## src/rtl/chan_fifo_sched.sv

```systemverilog
// Multi-channel write buffer with a round-robin drain onto one tagged valid/ready stream.
// Optional sticky overflow flags: define CHAN_FIFO_OVF_STICKY_EN.
module chan_fifo_sched #(
  parameter int NUM_CH = 3,
  parameter int DEPTH  = 4,
  parameter int DATA_W = 8
) (
  input  logic              clk,
  input  logic              reset_n,
  input  logic              chipselect,
  input  logic              write,
  input  logic              read,
  input  logic [2:0]        address,
  input  logic [DATA_W-1:0] writedata,
  output logic [DATA_W-1:0] readdata,
  output logic              out_valid,
  input  logic              out_ready,
  output logic [DATA_W-1:0] out_data,
  output logic [2:0]        out_chan,
  output logic [1:0]        sched_state
);
  localparam int CNT_W = $clog2(DEPTH + 1);
  localparam int PTR_W = $clog2(DEPTH);

  typedef enum logic [1:0] {S_IDLE, S_HOLD, S_ADVANCE} sched_state_t;

  // Stream handshake: a beat transfers on any edge where out_valid && out_ready;
  // once raised, out_valid/out_data/out_chan hold until that transfer.
  sched_state_t state;

  logic [DATA_W-1:0] mem    [NUM_CH][DEPTH];
  logic [PTR_W-1:0]  wr_ptr [NUM_CH];
  logic [PTR_W-1:0]  rd_ptr [NUM_CH];
  logic [CNT_W-1:0]  count  [NUM_CH];
  logic [NUM_CH-1:0] nonempty, full, push_c, pop_c, ovf;
  logic [2:0]        last_grant, grant_ch;
  logic              grant_found, load, wr_en, push_hit;
  logic [DATA_W-1:0] grant_data, status;

  assign wr_en       = chipselect && write;
  assign push_hit    = wr_en && (address != 3'd0) && ({29'd0, address} <= NUM_CH);
  assign load        = !out_valid || out_ready;
  assign sched_state = state;

  always_comb begin
    nonempty   = '0;
    full       = '0;
    push_c     = '0;
    pop_c      = '0;
    grant_found = 1'b0;
    grant_ch   = '0;
    grant_data = '0;
    for (int c = 0; c < NUM_CH; c++) begin
      nonempty[c] = (count[c] != '0);
      full[c]     = (count[c] == CNT_W'(DEPTH));
      push_c[c]   = push_hit && (address == 3'(c + 1)) && !full[c];
    end
    // Search starts just past the last grant and wraps round.
    for (int i = 1; i <= NUM_CH; i++) begin
      for (int c = 0; c < NUM_CH; c++) begin
        if (!grant_found && nonempty[c] && (c == (int'(last_grant) + i) % NUM_CH)) begin
          grant_found = 1'b1;
          grant_ch    = 3'(c);
        end
      end
    end
    for (int c = 0; c < NUM_CH; c++) begin
      if (grant_found && (grant_ch == 3'(c))) begin
        grant_data = mem[c][rd_ptr[c]];
        pop_c[c]   = load;
      end
    end
  end

  always_comb begin
    status = '0;
    if (address == 3'd0) begin
      for (int c = 0; c < NUM_CH; c++) status[c] = nonempty[c];
    end else begin
      for (int c = 0; c < NUM_CH; c++) begin
        if (address == 3'(c + 1)) status = DATA_W'({ovf[c], full[c], count[c]});
      end
    end
  end

  always_ff @(posedge clk or negedge reset_n) begin
    if (!reset_n) begin
      for (int c = 0; c < NUM_CH; c++) begin
        wr_ptr[c] <= '0;
        rd_ptr[c] <= '0;
        count[c]  <= '0;
        for (int d = 0; d < DEPTH; d++) mem[c][d] <= '0;
      end
    end else begin
      for (int c = 0; c < NUM_CH; c++) begin
        if (push_c[c]) begin
          mem[c][wr_ptr[c]] <= writedata;
          wr_ptr[c]         <= wr_ptr[c] + PTR_W'(1);
        end
        if (pop_c[c]) rd_ptr[c] <= rd_ptr[c] + PTR_W'(1);
        if (push_c[c] && !pop_c[c])      count[c] <= count[c] + CNT_W'(1);
        else if (!push_c[c] && pop_c[c]) count[c] <= count[c] - CNT_W'(1);
      end
    end
  end

`ifdef CHAN_FIFO_OVF_STICKY_EN
  always_ff @(posedge clk or negedge reset_n) begin
    if (!reset_n) begin
      ovf <= '0;
    end else begin
      for (int c = 0; c < NUM_CH; c++) begin
        if (push_hit && (address == 3'(c + 1)) && full[c]) ovf[c] <= 1'b1;
        else if (wr_en && (address == 3'd0) && writedata[c]) ovf[c] <= 1'b0;
      end
    end
  end
`else
  assign ovf = '0;
`endif

  always_ff @(posedge clk or negedge reset_n) begin
    if (!reset_n) begin
      state      <= S_IDLE;
      out_valid  <= 1'b0;
      out_data   <= '0;
      out_chan   <= '0;
      last_grant <= 3'(NUM_CH - 1);
      readdata   <= '0;
    end else begin
      if (chipselect && read) readdata <= status;
      if (load) begin
        if (grant_found) begin
          state      <= S_ADVANCE;
          out_valid  <= 1'b1;
          out_data   <= grant_data;
          out_chan   <= grant_ch;
          last_grant <= grant_ch;
        end else begin
          state     <= S_IDLE;
          out_valid <= 1'b0;
        end
      end else begin
        state <= S_HOLD;
      end
    end
  end
endmodule

```

## config.mk

```make
export PLATFORM = sky130hd
export DESIGN_NAME = chan_fifo_sched
export DESIGN_NICKNAME = d
export VERILOG_FILES = /design/src/rtl/chan_fifo_sched.sv
export SDC_FILE = /design/constraint.sdc
export NUM_CORES = 1
export LEC_CHECK = 0
export CORE_ASPECT_RATIO = 1.25
export CORE_UTILIZATION = 56
export DETAILED_ROUTE_END_ITERATION = 10
export GPL_ROUTABILITY_DRIVEN = 0
export GPL_TIMING_DRIVEN = 0
export HOLD_SLACK_MARGIN = 0.12
export PLACE_DENSITY = 0.74
export SYNTH_ARGS = -nofsm -noshare
export SYNTH_HDL_FRONTEND = slang
export SYNTH_SLANG_ARGS = --single-unit
```

## constraint.sdc

```tcl
create_clock -name clk -period 3.8 [get_ports clk]
set_clock_uncertainty 0.1 [all_clocks]
set_input_delay 0.38 -clock clk [delete_from_list [all_inputs] [get_ports clk]]
set_output_delay 0.38 -clock clk [all_outputs]
set_load 0.05 [all_outputs]
```

======== Word-level counts from Yosys, hierarchy flattened ========
Index checks and enable logic that the tools add are counted.
storage, ports and cells
  register bits after elaboration ......... 142
  bits of input ports ..................... 17
  word-level logic and storage cells ...... 201
  output and inout bits ................... 22
cells by class
  bitwise gates (word level) .............. 6
  add/sub/neg operators ................... 15
  reduce and logical (&&, ||, !) cells .... 71
  magnitude comparators ................... 10
  eq/ne operators ......................... 14
  divide/modulo/power cells ............... 3
  mux-type cells .......................... 55
operators by type and width
  cell                     number
  $mux W8                  14
  $bwmux W32               3
  $eq A2 B32 Y1 const A    3
  $eq A3 B32 Y1 const A    3
  $logic_not A32 Y1        3
  $mod A32 B3 Y32 const B  3
  $bmux W8 S2              3
  $demux W8 S2             3
  $logic_and A1 B1 Y1      39
  $mux W3                  13
  $ge A3 B3 Y1 const B     6
  $logic_not A1 Y1         18
  $not A2 Y3               6
  $mux W1                  14
  $add A2 B1 Y2 const B    6
  $reduce_bool A3 Y1       4
  $add A3 B1 Y3 const B    3
  $eq A3 B2 Y1 const B     3
  $eq A3 B3 Y1 const B     3
  $lt A3 B1 Y1 const B     3
  $sub A3 B1 Y3 const B    3
  $add A3 B2 Y4 const B    2
  $eq A3 B1 Y1 const B     2
  $logic_not A3 Y1         2
  other kinds (8)          12

======== Longest topological paths before layout ========
Gate-level depths: netlist of the first run.
  word-level depth ........................ 43
  gate-level depth with buffers ........... 13
  gate-level depth less buffers ........... 12

======== Worst setup path before layout of the first run ========
Ideal clock, no wire load.
  path type ............................... register -> register
  from .................................... register last_grant[1]
  to ...................................... register count[2] in the netlist's numbering
  period minus slack after synthesis ...... 2.615 ns
  required time ........................... 3.620 ns
  library setup time ...................... 0.080 ns
  arrival time ............................ 2.435 ns
  path buffers ............................ 1
  cell stages (with the launch flop) ...... 13
  path slack .............................. 1.185 ns
  path through ............................ dfstp_2 ha_1 or2_1 a21oi_1 nor3_1 buf_2 nand2_1 ha_1 inv_1 fa_1 xor2_1 nor2_1 xnor2_1
between the ends
  word-level cells in the longest chain between the ends .. 43
  elaborated cells between the ends (all ways) .. 65
  classes of those cells .................. 3 x add/sub; 3 x div; 7 x eq/ne; 19 x mux; 33 x reduce/logical
ends and longest elaborated chain
  element                                               RTL line  source
  start, declared                                       36        logic [2:0] last_grant, grant_ch;
  start signal, assigned                                128       last_grant <= 3'(NUM_CH - 1);
  start signal, assigned                                138       last_grant <= grant_ch;
  $add A3 B1 Y4                                         61        if (!grant_found && nonempty[c] && (c == (int'(last_grant) + i) % NUM_CH)) begin
  $mod A32 B3 Y32                                       61
  $logic_not A32 Y1                                     61
  $logic_and A1 B1 Y1                                   61
  $mux W1                                               61
  $logic_not A1 Y1                                      61
  $logic_and A1 B1 Y1 (2 in a row)                      61
  $mux W1                                               61
  (+25 left out)                                        n/a
  $logic_and A1 B1 Y1 (2 in a row)                      61
  $mux W3                                               61
  $eq A3 B2 Y1                                          68        if (grant_found && (grant_ch == 3'(c))) begin
  $logic_and A1 B1 Y1 *                                 68
  $mux W1 *                                             68
  $logic_not A1 Y1                                      101       if (push_c[c] && !pop_c[c]) count[c] <= count[c] + CNT_W'(1);
  $logic_and A1 B1 Y1                                   101
  $mux W3 / $reduce_bool A2 Y1 (equally long branches)  n/a
  end signal, assigned by index                         101
  end signal, assigned by index                         102       else if (!push_c[c] && pop_c[c]) count[c] <= count[c] - CNT_W'(1);
  end, declared                                         34        logic [CNT_W-1:0] count [NUM_CH];
Every way passes the cells marked *; elsewhere a longest branch is shown, timed or not.
A chain may end at the register's enable or synchronous reset.

======== Worst setup path after layout of the first run ========
  from .................................... register last_grant[1]
  to ...................................... register count[4] in the netlist's numbering
between the ends
  word-level cells in the longest chain between the ends .. 43
  elaborated cells between the ends (all ways) .. 65
  classes of those cells .................. 3 x add/sub; 3 x div; 7 x eq/ne; 19 x mux; 33 x reduce/logical
ends and longest elaborated chain
  element                                               RTL line
  $add A3 B1 Y4                                         61
  $mod A32 B3 Y32                                       61
  $logic_not A32 Y1                                     61
  $logic_and A1 B1 Y1                                   61
  $mux W1                                               61
  $logic_not A1 Y1                                      61
  $logic_and A1 B1 Y1 (2 in a row)                      61
  $mux W1                                               61
  (+25 left out)                                        n/a
  $logic_and A1 B1 Y1 (2 in a row)                      61
  $mux W3                                               61
  $eq A3 B1 Y1                                          68
  $logic_and A1 B1 Y1 *                                 68
  $mux W1 *                                             68
  $logic_not A1 Y1                                      101
  $logic_and A1 B1 Y1                                   101
  $mux W3 / $reduce_bool A2 Y1 (equally long branches)  n/a
Marks and branches as above.

==> metrics.txt, run 1 <==
DR iter-0 viols=roughly 120; Post-synth EDFFs=0; fmax=between 0.3 and 0.4 GHz; Finished Core Util=slightly below 70%; core footprint=0.0117 sq mm; H-tree levels=4; DRT Wirelength=roughly 13 mm; CTS clock-pin slew for the worst setup and hold paths=approximately 0.06 ns; DR vias/cell=5.58; Die W=between 100 and 150 um; share of cells above drive strength 1=31.2%; Cell Count, Final, Fillers Out=696; GR Overflow Total=0; status=finished clean; FF-to-FF path depth=10; RSZ-0062 raised after global routing=false; Std-Cell Rows=44; Power Density=~790 mW/mm^2; Detail Route Antenna Nets=0; Final Hold Fails=0; maximum clock insertion buffer count=2; first-pass GRT wire length=22.8 mm; Post-CTS Hold Buffers=1; syn_area_per_cell=approximately 15 sq um; Yosys reg bits=roughly 140; Setup crit end kind=flip-flop; Post-DP Area=0.00738 sq mm; cell count after placement=664; Syn-to-layout area delta=16.3%; post-CTS setup buffers=0; Final nets=560; critical path arrival=3.27 ns; Hold Path Depth=3; area used by multi-input combinational logic=between 0.003 and 0.004 sq mm; hold crit path type=in -> reg; Boundary Pins=39; Top FF cell, synth=dfrtp_1; CP required=approximately 4.0 ns; design area=slightly below 0.008 sq mm; Avg WL per Cell=approximately 19 um; Relative slew margins=between 40% and 50%; critical register-to-register path startpoint=last_grant[1]; Root Driver=clkbuf_16; Post-Synthesis Cells=between 400 and 500; Overall Power=6270 uW; vias in the first global route=4,392; crit path launch type=flip-flop; largest fanout on the critical path=10; Layout fillers=around 850; Yosys cell types=between 50 and 60; fin crit share=between 80 and 90%; min cycle time layout=3.07 ns; Worst Max-Slew Pin Slew=approximately 0.76 ns; synth top area cells=dfrtp_1 49%, mux2_4 14%, mux4_2 7.9%; clock latency on the worst-skew pair=between 0.4 and 0.5 ns; Synth warnings=0; critical path class=reg -> reg; Starting Density=around three fifths; Max IR drop VDD=361 uV; post-synth design cell area=0.00682 sq mm; hold_sp=address[0]; leakage power=around 0.0036 uW; initial antenna violation count=0; post-synth top area share=about half; dpl hpwl=around 9 mm; R2R Setup Slk=around 0.73 ns; diodes inserted=0; register area=between 0.003 and 0.004 sq mm; DRC=0; die height=roughly 130 um; CTS tree=yes; gr usage total=about a quarter; vias=roughly 4k; Reg-to-Reg End=count[4]; TritonCTS buffer count=17; Resized cells post-CTS=0; area leader, netlist=dfrtp_1; pin count of the biggest net entering global routing=just over 80; total of max-cap violations=0; Final Max Slew Viols=0; IO Port Bufs=32; clock sinks=between 100 and 150; sequential cell area fraction in the yosys report=about half; final setup fails=0; share of synthesized flip-flops with an asynchronous set or reset=between 90% and 100%; Critical Path Source=last_grant[1]; Worst Hold End=readdata[3]; die footprint=between 0.01 and 0.015 sq mm; TritonRoute pass-1 iters=5
-- cells in the mapped netlist (all sizes together) (2+ instances only) --
cell and number:
a21oi 7, nand2b 2, dfrtp 134, mux2i 3, nor3 6, o22a 2, or3 2, xnor2 13
xor2 5, nor3b 2, ha 17, a22o 2, o21ai 24, fa 3, nor2 13, mux4 24
clkbuf 9, a221oi 8, and2 8, a211oi 2, mux2 99, nand2 24, nand3 3, buf 26
inv 16
-- stage by stage --
stage	worst slack [ns]	TNS (ns)	hold slack, ns
2_1_floorplan	1.19	0	-0.0156
3_3_place_gp	-2.84	-380.41	0.366
3_5_place_dp	0.719	0	0.378
4_1_cts	0.707	0	0.275
5_1_grt	0.570	0	0.289
6_report	0.729	0	0.288
-- placed cells by master (no fill, tap or decap), types with 4 or more instances in the layout --
master           count
a21oi_1              6
a221oi_1             8
and2_4               8
buf_12               4
buf_2                7
buf_4                8
buf_6                5
clkbuf_1            12
clkbuf_16           17
clkbuf_8             4
clkdlybuf4s50_1     31
conb_1               5
dfrtp_1            134
ha_1                17
inv_1               14
mux2_1              32
mux2_4              64
mux4_2              24
nand2_1             20
nand2_4              4
nor2_1              12
o21ai_0              5
o21ai_1             19
xnor2_1             13
xor2_1               5
-- power by group --
group	switching [uW]	internal (uW)
combinational	1190	1210
sequential	385	1990
clock	597	896
total	2170	4090
-- cell families (layout without fill, tap and decap cells) --
kind of cell	Yosys count	count (layout)	share of synthesized area, %
buf+inv	51	116	4.77
other cells	1	5	0.0550
compound gates	50	50	5.16
fa+ha+maj	20	20	4.00
mux	126	126	28.2
xor+xnor	18	18	2.31
flops	135	135	49.6
simple gates	65	65	5.89
-- worst max-delay path, stage by stage, from the launching register on --
cell and delay, ns:
dfstp_2 0.37, inv_1 0.07, ha_1 0.23, nor4b_1 0.25
o21ai_1 0.14, a21oi_2 0.51, nand2_1 0.27, ha_1 0.28
inv_1 0.07, fa_1 0.40, mux2_2 0.26
-- layer usage --
metal	track usage, %	part of all wire (%)	vias to the layer above
met4	10.6	2.7	0
met3	4.70	3.1	35
li1	-	-	1762
met1	30.3	42	2003
met2	40.5	52	84
met5	0	0	-
-- registers in the layout, indices dropped and copies added (netlist names) --
register / cells
count: 9
last_grant: 1
mem: 96
out_chan: 2
out_data: 8
out_valid: 1
rd_ptr: 6
readdata: 4
sched_state: 2
wr_ptr: 6
-- cell type report --
cell class | instances | share of cell area, %
clock buffer | 24 | 6.20
timing repair buffer | 34 | 4.53
sequential | 135 | 42.6
buffer | 35 | 3.34
tap | 161 | 2.54
multi-input combinational | 284 | 39.4
inverter | 16 | 0.757
clock inverter | 7 | 0.584
-- worst max-delay path by stage --
stage / to / slack [ns]
floorplan: count[2] / 1.19
global placement: mem[60] / -2.84
detailed placement: count[4] / 0.72
CTS: count[4] / 0.71
global route: count[4] / 0.57
finish: count[4] / 0.73
Power figures use the tool's default switching activity.
==> run 2: changes to the inputs <==
--- a/config.mk
+++ b/config.mk
@@ -6,7 +6,7 @@
 export NUM_CORES = 1
 export LEC_CHECK = 0
 export CORE_ASPECT_RATIO = 1.25
-export CORE_UTILIZATION = 56
+export CORE_UTILIZATION = 54
 export DETAILED_ROUTE_END_ITERATION = 10
 export GPL_ROUTABILITY_DRIVEN = 0
 export GPL_TIMING_DRIVEN = 0
==> constraint.sdc (replaced) <==
create_clock -name clk -period 2.8 [get_ports clk]
set_clock_uncertainty 0.1 [all_clocks]
set_input_delay 0.28 -clock clk [delete_from_list [all_inputs] [get_ports clk]]
set_output_delay 0.28 -clock clk [all_outputs]
set_load 0.05 [all_outputs]
==> run 2 against run 1 <==
Net effect: sequential share of layout area fell by 1.3 points; combinational power increased by 45%; cell area grew 3.1%; clock power is 72% higher; worst setup slack lost 0.59 ns; largest cell class unchanged; highest routed layer unchanged.
==> metrics.txt, run 2 (synthesized netlist as in run 1, its figures left out) <==
TritonCTS buffer count=17; DRC=0; DR iter-0 viols=167; maximum clock insertion buffer count=2; Power Density=around 1100 mW/mm^2; Boundary Pins=39; TritonRoute pass-1 iters=5; Reg-to-Reg End=count[2]; slowest cell on the critical path=dfstp_2; cell count after placement=approximately 670; Avg WL per Cell=19.6 um; most frequent cells in the layout=134 x dfrtp_1, 64 x mux2_4, 32 x mux2_1; vias in the first global route=about 4.2k; Relative slew margins=54.3%; Net Sw Power=3090 uW; largest fanout on the critical path=5; Setup crit end kind=flip-flop; diodes inserted=0; critical register-to-register path startpoint=last_grant[1]; Layout fillers=847; core footprint=between 0.01 and 0.015 sq mm; Cell Count, Final, Fillers Out=708; Syn-to-layout area delta=19.9%; hold crit path type=in -> reg; clock sinks=between 100 and 150; Largest register FFs=96; Sw Share=about a third; clock power share=about 28%; Fin Setup TNS=0 ns; fin crit share=95.2%; Final Hold Fails=0; CP top delay family=adder cells; R2R Setup Slk=0.14 ns; CTS clock-pin slew for the worst setup and hold paths=0.06 ns; critical path class=reg -> reg; initial antenna violation count=0; Detail Route Antenna Nets=0; GR Overflow Total=0; gr usage total=a little under a quarter; Std-Cell Rows=45; met3 wire length=roughly 380 um; Largest regs=mem (96), count (9), out_data (8); Die W=slightly above 100 um; sum of buffers and inverters on the critical path=2; Int Power=approximately 6200 uW; first-pass GRT wire length=between 20 and 25 mm; share of cells above drive strength 1=between 30% and 40%; commonest non-fill, non-tap cell in the layout=dfrtp_1; CP peak stage delay=roughly 0.55 ns; Root Driver=clkbuf_16; status=finished clean; CP cell instances=ha_4 -> or2_1 -> a21oi_2 -> nor3_1 -> buf_4 -> nand2_1 -> ha_2 -> inv_1 -> fa_1 -> xor2_1 -> nor2_1 -> xnor2_1; met2 WL=about 7.4 mm; Max IR drop VDD=a little under 600 uV; vias=about 3.9k; clock latency on the worst-skew pair=approximately 0.42 ns; register area=approximately 0.0034 sq mm; Worst Max-Slew Pin Slew=between 0.6 and 0.7 ns; crit path launch type=flip-flop; Met1 Wirelength=between 5 and 6 mm; most flop-heavy register=mem; Seq pwr share=a little over a third; Starting Density=55.8%; DR vias/cell=roughly 5.5; H-tree levels=4; final setup fails=0; pin count of the biggest net entering global routing=between 70 and 80; Final nets=~570; dpl hpwl=9.14 mm; Final Max Slew Viols=0; CP required=approximately 3.1 ns; CTS tree=yes; critical path arrival=2.91 ns; Worst Hold End=readdata[3]; fmax=around 0.38 GHz; hold_sp=address[0]; total of max-cap violations=0; die footprint=0.0131 sq mm; die height=128 um; DRT Wirelength=between 10 and 15 mm; highest routing layer actually used=met4; leakage power=~0.0037 uW; RSZ-0062 raised after global routing=false; area used by multi-input combinational logic=roughly 0.0032 sq mm; Post-DP Area=about 0.0074 sq mm; total stage count of the critical path=12; Hold Path Depth=3; IO Port Bufs=32; combinational fraction of design power=a little under two fifths; min cycle time layout=2.66 ns; design area=approximately 0.0082 sq mm; FF-to-FF path depth=12
-- run 2: changes by cell type in the layout (fill, tap and decap cells not counted), moves of 2 or more --
cell       before  now
buf_4           8   17
bufinv_16       0    6
ha_1           17   13
clkbuf_1       12    9
ha_2            0    3
clkbuf_8        4    2
-- run 2: cell type report --
class / count / share of cell area (%)
Tap cell: 164 / 2.51
Clock inverter: 13 / 2.75
Timing Repair Buffer: 42 / 5.13
Multi-Input combinational cell: 284 / 38.7
Buffer: 35 / 3.27
Inverter: 16 / 0.735
Sequential cell: 135 / 41.3
Clock buffer: 19 / 5.54
-- run 2: worst reg2reg max path, cell delays in order, from the launching register on --
cell,delay [ns]
dfstp_2,0.55
ha_4,0.21
or2_1,0.22
a21oi_2,0.14
nor3_1,0.08
buf_4,0.16
nand2_1,0.11
ha_2,0.20
inv_1,0.05
fa_1,0.37
xor2_1,0.17
nor2_1,0.11
xnor2_1,0.13
-- run 2: per-layer routing --
layer  global-route usage (%)  vias up
li1                         -     1773
met4                     8.15        0
met3                     5.91       21
met2                     39.6       64
met5                        0        -
met1                     29.0     2062
-- run 2: what timing repair did --
action | in CTS | in global routing
buffers inserted | 3 | 5
hold buffers | 1 | 0
gates resized for setup | 3 | 7
endpoints found under the setup margin | 5 | 4
hold endpoints to repair | 72 | 0
pin swaps | 2 | 3
-- run 2: worst max path at each step --
stage                              from  endpoint  slack (ns)
after floorplan           last_grant[1]  count[2]        0.19
after global placement          reset_n   mem[52]       -3.67
after detailed placement  last_grant[1]  count[4]       -0.29
after CTS                 last_grant[1]  count[2]        0.04
after global routing      last_grant[1]  count[2]       0.004
final                     last_grant[1]  count[2]        0.14
-- run 2: power groups by stage --
stage / clock, uW / combinational, uW / sequential, uW
2_1_floorplan: 0 / 2360 / 3280
3_3_place_gp: 0 / 3150 / 3190
3_5_place_dp: 0 / 3290 / 3230
4_1_cts: 2580 / 3410 / 3220
5_1_grt: 2680 / 3770 / 3310
6_report: 2560 / 3480 / 3230
-- run 2: through the flow --
stage	setup WS (ns)	hold WS [ns]	total power, uW	util (%)
floorplan	0.185	-0.116	5640	-
global placement	-3.67	0.368	6340	60.2
detailed placement	-0.293	0.250	6520	60.5
CTS	0.0353	0.168	9220	66.4
global route	0.00424	0.193	9760	66.9
finish	0.135	0.189	9270	66.9
==> run 3: changes to the inputs <==
--- a/config.mk
+++ b/config.mk
@@ -6,7 +6,8 @@
 export NUM_CORES = 1
 export LEC_CHECK = 0
 export CORE_ASPECT_RATIO = 1.25
-export CORE_UTILIZATION = 54
+export CORE_MARGIN = 4
+export CORE_UTILIZATION = 56
 export DETAILED_ROUTE_END_ITERATION = 10
 export GPL_ROUTABILITY_DRIVEN = 0
 export GPL_TIMING_DRIVEN = 0
==> constraint.sdc (replaced) <==
create_clock -name clk -period 3 [get_ports clk]
set_clock_uncertainty 0.1 [all_clocks]
set_input_delay 0.3 -clock clk [delete_from_list [all_inputs] [get_ports clk]]
set_output_delay 0.3 -clock clk [all_outputs]
set_load 0.05 [all_outputs]
==> run 3 against run 2 <==
Net effect: final cell count fell by 1.1%; largest power group unchanged; via count up 1.3%; utilization increased by 1.2 points.
==> metrics.txt, run 3 (synthesized netlist as in run 1, its figures left out) <==
Sw Share=between 30 and 40%; clock power share=between 20% and 30%; TritonCTS buffer count=17; core footprint=between 0.01 and 0.015 sq mm; Detail Route Antenna Nets=0; Std-Cell Rows=44; critical path class=reg -> reg; area used by multi-input combinational logic=roughly 0.0031 sq mm; clock sinks=approximately 140; DR vias/cell=about 5.7; total of max-cap violations=0; leakage power=0.00369 uW; dpl hpwl=9.32 mm; initial antenna violation count=0; first-pass GRT wire length=~23 mm; H-tree levels=4; Hold Path Depth=3; Worst Hold End=readdata[3]; Worst Max-Slew Pin Slew=0.615 ns; Final Hold Fails=0; Relative slew margins=approximately 59%; fmax=between 0.3 and 0.4 GHz; maximum clock insertion buffer count=2; DRC=0; critical register-to-register path startpoint=last_grant[1]; crit path launch type=flip-flop; critical path arrival=between 3 and 4 ns; Final nets=565; Final Max Slew Viols=0; Starting Density=slightly below 60%; CTS clock-pin slew for the worst setup and hold paths=0.05 ns; diodes inserted=0; commonest non-fill, non-tap cell in the layout=dfrtp_1; R2R Setup Slk=0.15 ns; Seq pwr share=roughly 37%; slowest cell on the critical path=dfstp_2; Largest regs=mem (96), count (9), out_data (8); TritonRoute pass-1 iters=4; fin crit share=between 90 and 100%; Finished Core Util=about two thirds; share of cells above drive strength 1=roughly a third; die height=between 100 and 150 um; most frequent cells in the layout=134 x dfrtp_1, 64 x mux2_4, 32 x mux2_1; die footprint=around 0.014 sq mm; status=finished clean; hold crit path type=in -> reg; FF-to-FF path depth=12; Reg-to-Reg End=count[2]; RSZ-0062 raised after global routing=false; clock latency on the worst-skew pair=0.41 ns; combinational fraction of design power=38.6%; GR Overflow Total=0; CP required=approximately 3.2 ns; most flop-heavy register=mem; vias in the first global route=~4.3k; gr usage total=21.2%; CP cell instances=ha_1 -> or2_1 -> a21oi_2 -> nor3_2 -> buf_4 -> nand2_1 -> ha_2 -> inv_1 -> fa_1 -> xor2_1 -> nor2_1 -> xnor2_1; largest fanout on the critical path=10; highest routing layer actually used=met4; Net Sw Power=about 2800 uW; Met1 Wirelength=5.63 mm; Layout fillers=849; Cell Count, Final, Fillers Out=700; vias=approximately 4.0k; cell count after placement=664; DR iter-0 viols=about 230; Setup crit end kind=flip-flop; CP peak stage delay=0.54 ns; register area=between 0.003 and 0.004 sq mm; Int Power=roughly 5400 uW; Syn-to-layout area delta=17.7%; pin count of the biggest net entering global routing=89; DRT Wirelength=~14 mm; Die W=around 110 um; Root Driver=clkbuf_16; Boundary Pins=39; Largest register FFs=96; min cycle time layout=approximately 2.9 ns; hold_sp=address[0]; Power Density=about 1000 mW/mm^2; Avg WL per Cell=19.6 um; met2 WL=between 7 and 8 mm; CTS tree=yes; Max IR drop VDD=~460 uV; final setup fails=0; IO Port Bufs=32; met3 wire length=about 480 um
## run 3: worst max-delay path by stage
stage,slack [ns],depth (start not counted),start,to
6_report,0.15,12,last_grant[1],count[2]
5_1_grt,0.01,13,out_chan[0],count[2]
4_1_cts,0.04,10,out_chan[0],count[7]
3_5_place_dp,-0.11,10,last_grant[1],count[4]
3_3_place_gp,-3.57,1,reset_n,mem[55]
2_1_floorplan,0.39,12,last_grant[1],count[2]
## run 3: final cells by class
cell class	count	share of cell area, %
timing repair buffer	39	4.94
inverter	16	0.749
sequential	135	42.1
tap	161	2.51
clock inverter	3	0.811
multi-input combinational	284	39.3
buffer	35	3.34
clock buffer	27	6.27
## run 3: metrics by stage
| stage | area, sq um | hold WS, ns | worst slack [ns] | power (uW) | TNS (ns) |
|---|---|---|---|---|---|
| final | 8020 | 0.212 | 0.150 | 8190 | 0 |
| after global routing | 8020 | 0.219 | 0.0111 | 8660 | 0 |
| after CTS | 7970 | 0.199 | 0.0400 | 8170 | 0 |
| after global placement | 7350 | 0.367 | -3.57 | 5930 | -479.15 |
| after detailed placement | 7380 | 0.165 | -0.114 | 6080 | -0.114 |
| after floorplan | 6830 | -0.0956 | 0.385 | 5260 | 0 |
## run 3: routing by layer
| layer | up-vias | global-route usage [%] |
|---|---|---|
| met5 | - | 0 |
| met4 | 0 | 7.68 |
| met3 | 28 | 4.71 |
| met2 | 92 | 35.6 |
| met1 | 2076 | 27.1 |
| li1 | 1776 | - |
## run 3: worst max-delay path, delay by kind of cell (launching register included)
kind,cells,cell delay [ns]
AO/OA/AOI/OAI,1,0.17
XOR/XNOR,2,0.29
adder cells (fa/ha/maj),3,0.85
buffers and inverters,2,0.25
flip-flops,1,0.54
AND/OR/NAND/NOR,4,0.56
## run 3: power groups by stage
| stage | clock (uW) | combinational (uW) | sequential, uW |
|---|---|---|---|
| after CTS | 2050 | 3110 | 3010 |
| after global routing | 2130 | 3430 | 3100 |
| after detailed placement | 0 | 3060 | 3020 |
| after global placement | 0 | 2950 | 2970 |
| after floorplan | 0 | 2200 | 3060 |
| final | 2020 | 3160 | 3010 |
## run 3: timing repair
| item | in CTS | in global routing |
|---|---|---|
| setup endpoints to repair | 2 | 5 |
| pin swaps | 0 | 4 |
| endpoints found under the hold margin | 47 | 0 |
| buffers inserted | 0 | 5 |
| gates resized for setup | 2 | 4 |
| hold buffers | 1 | 0 |
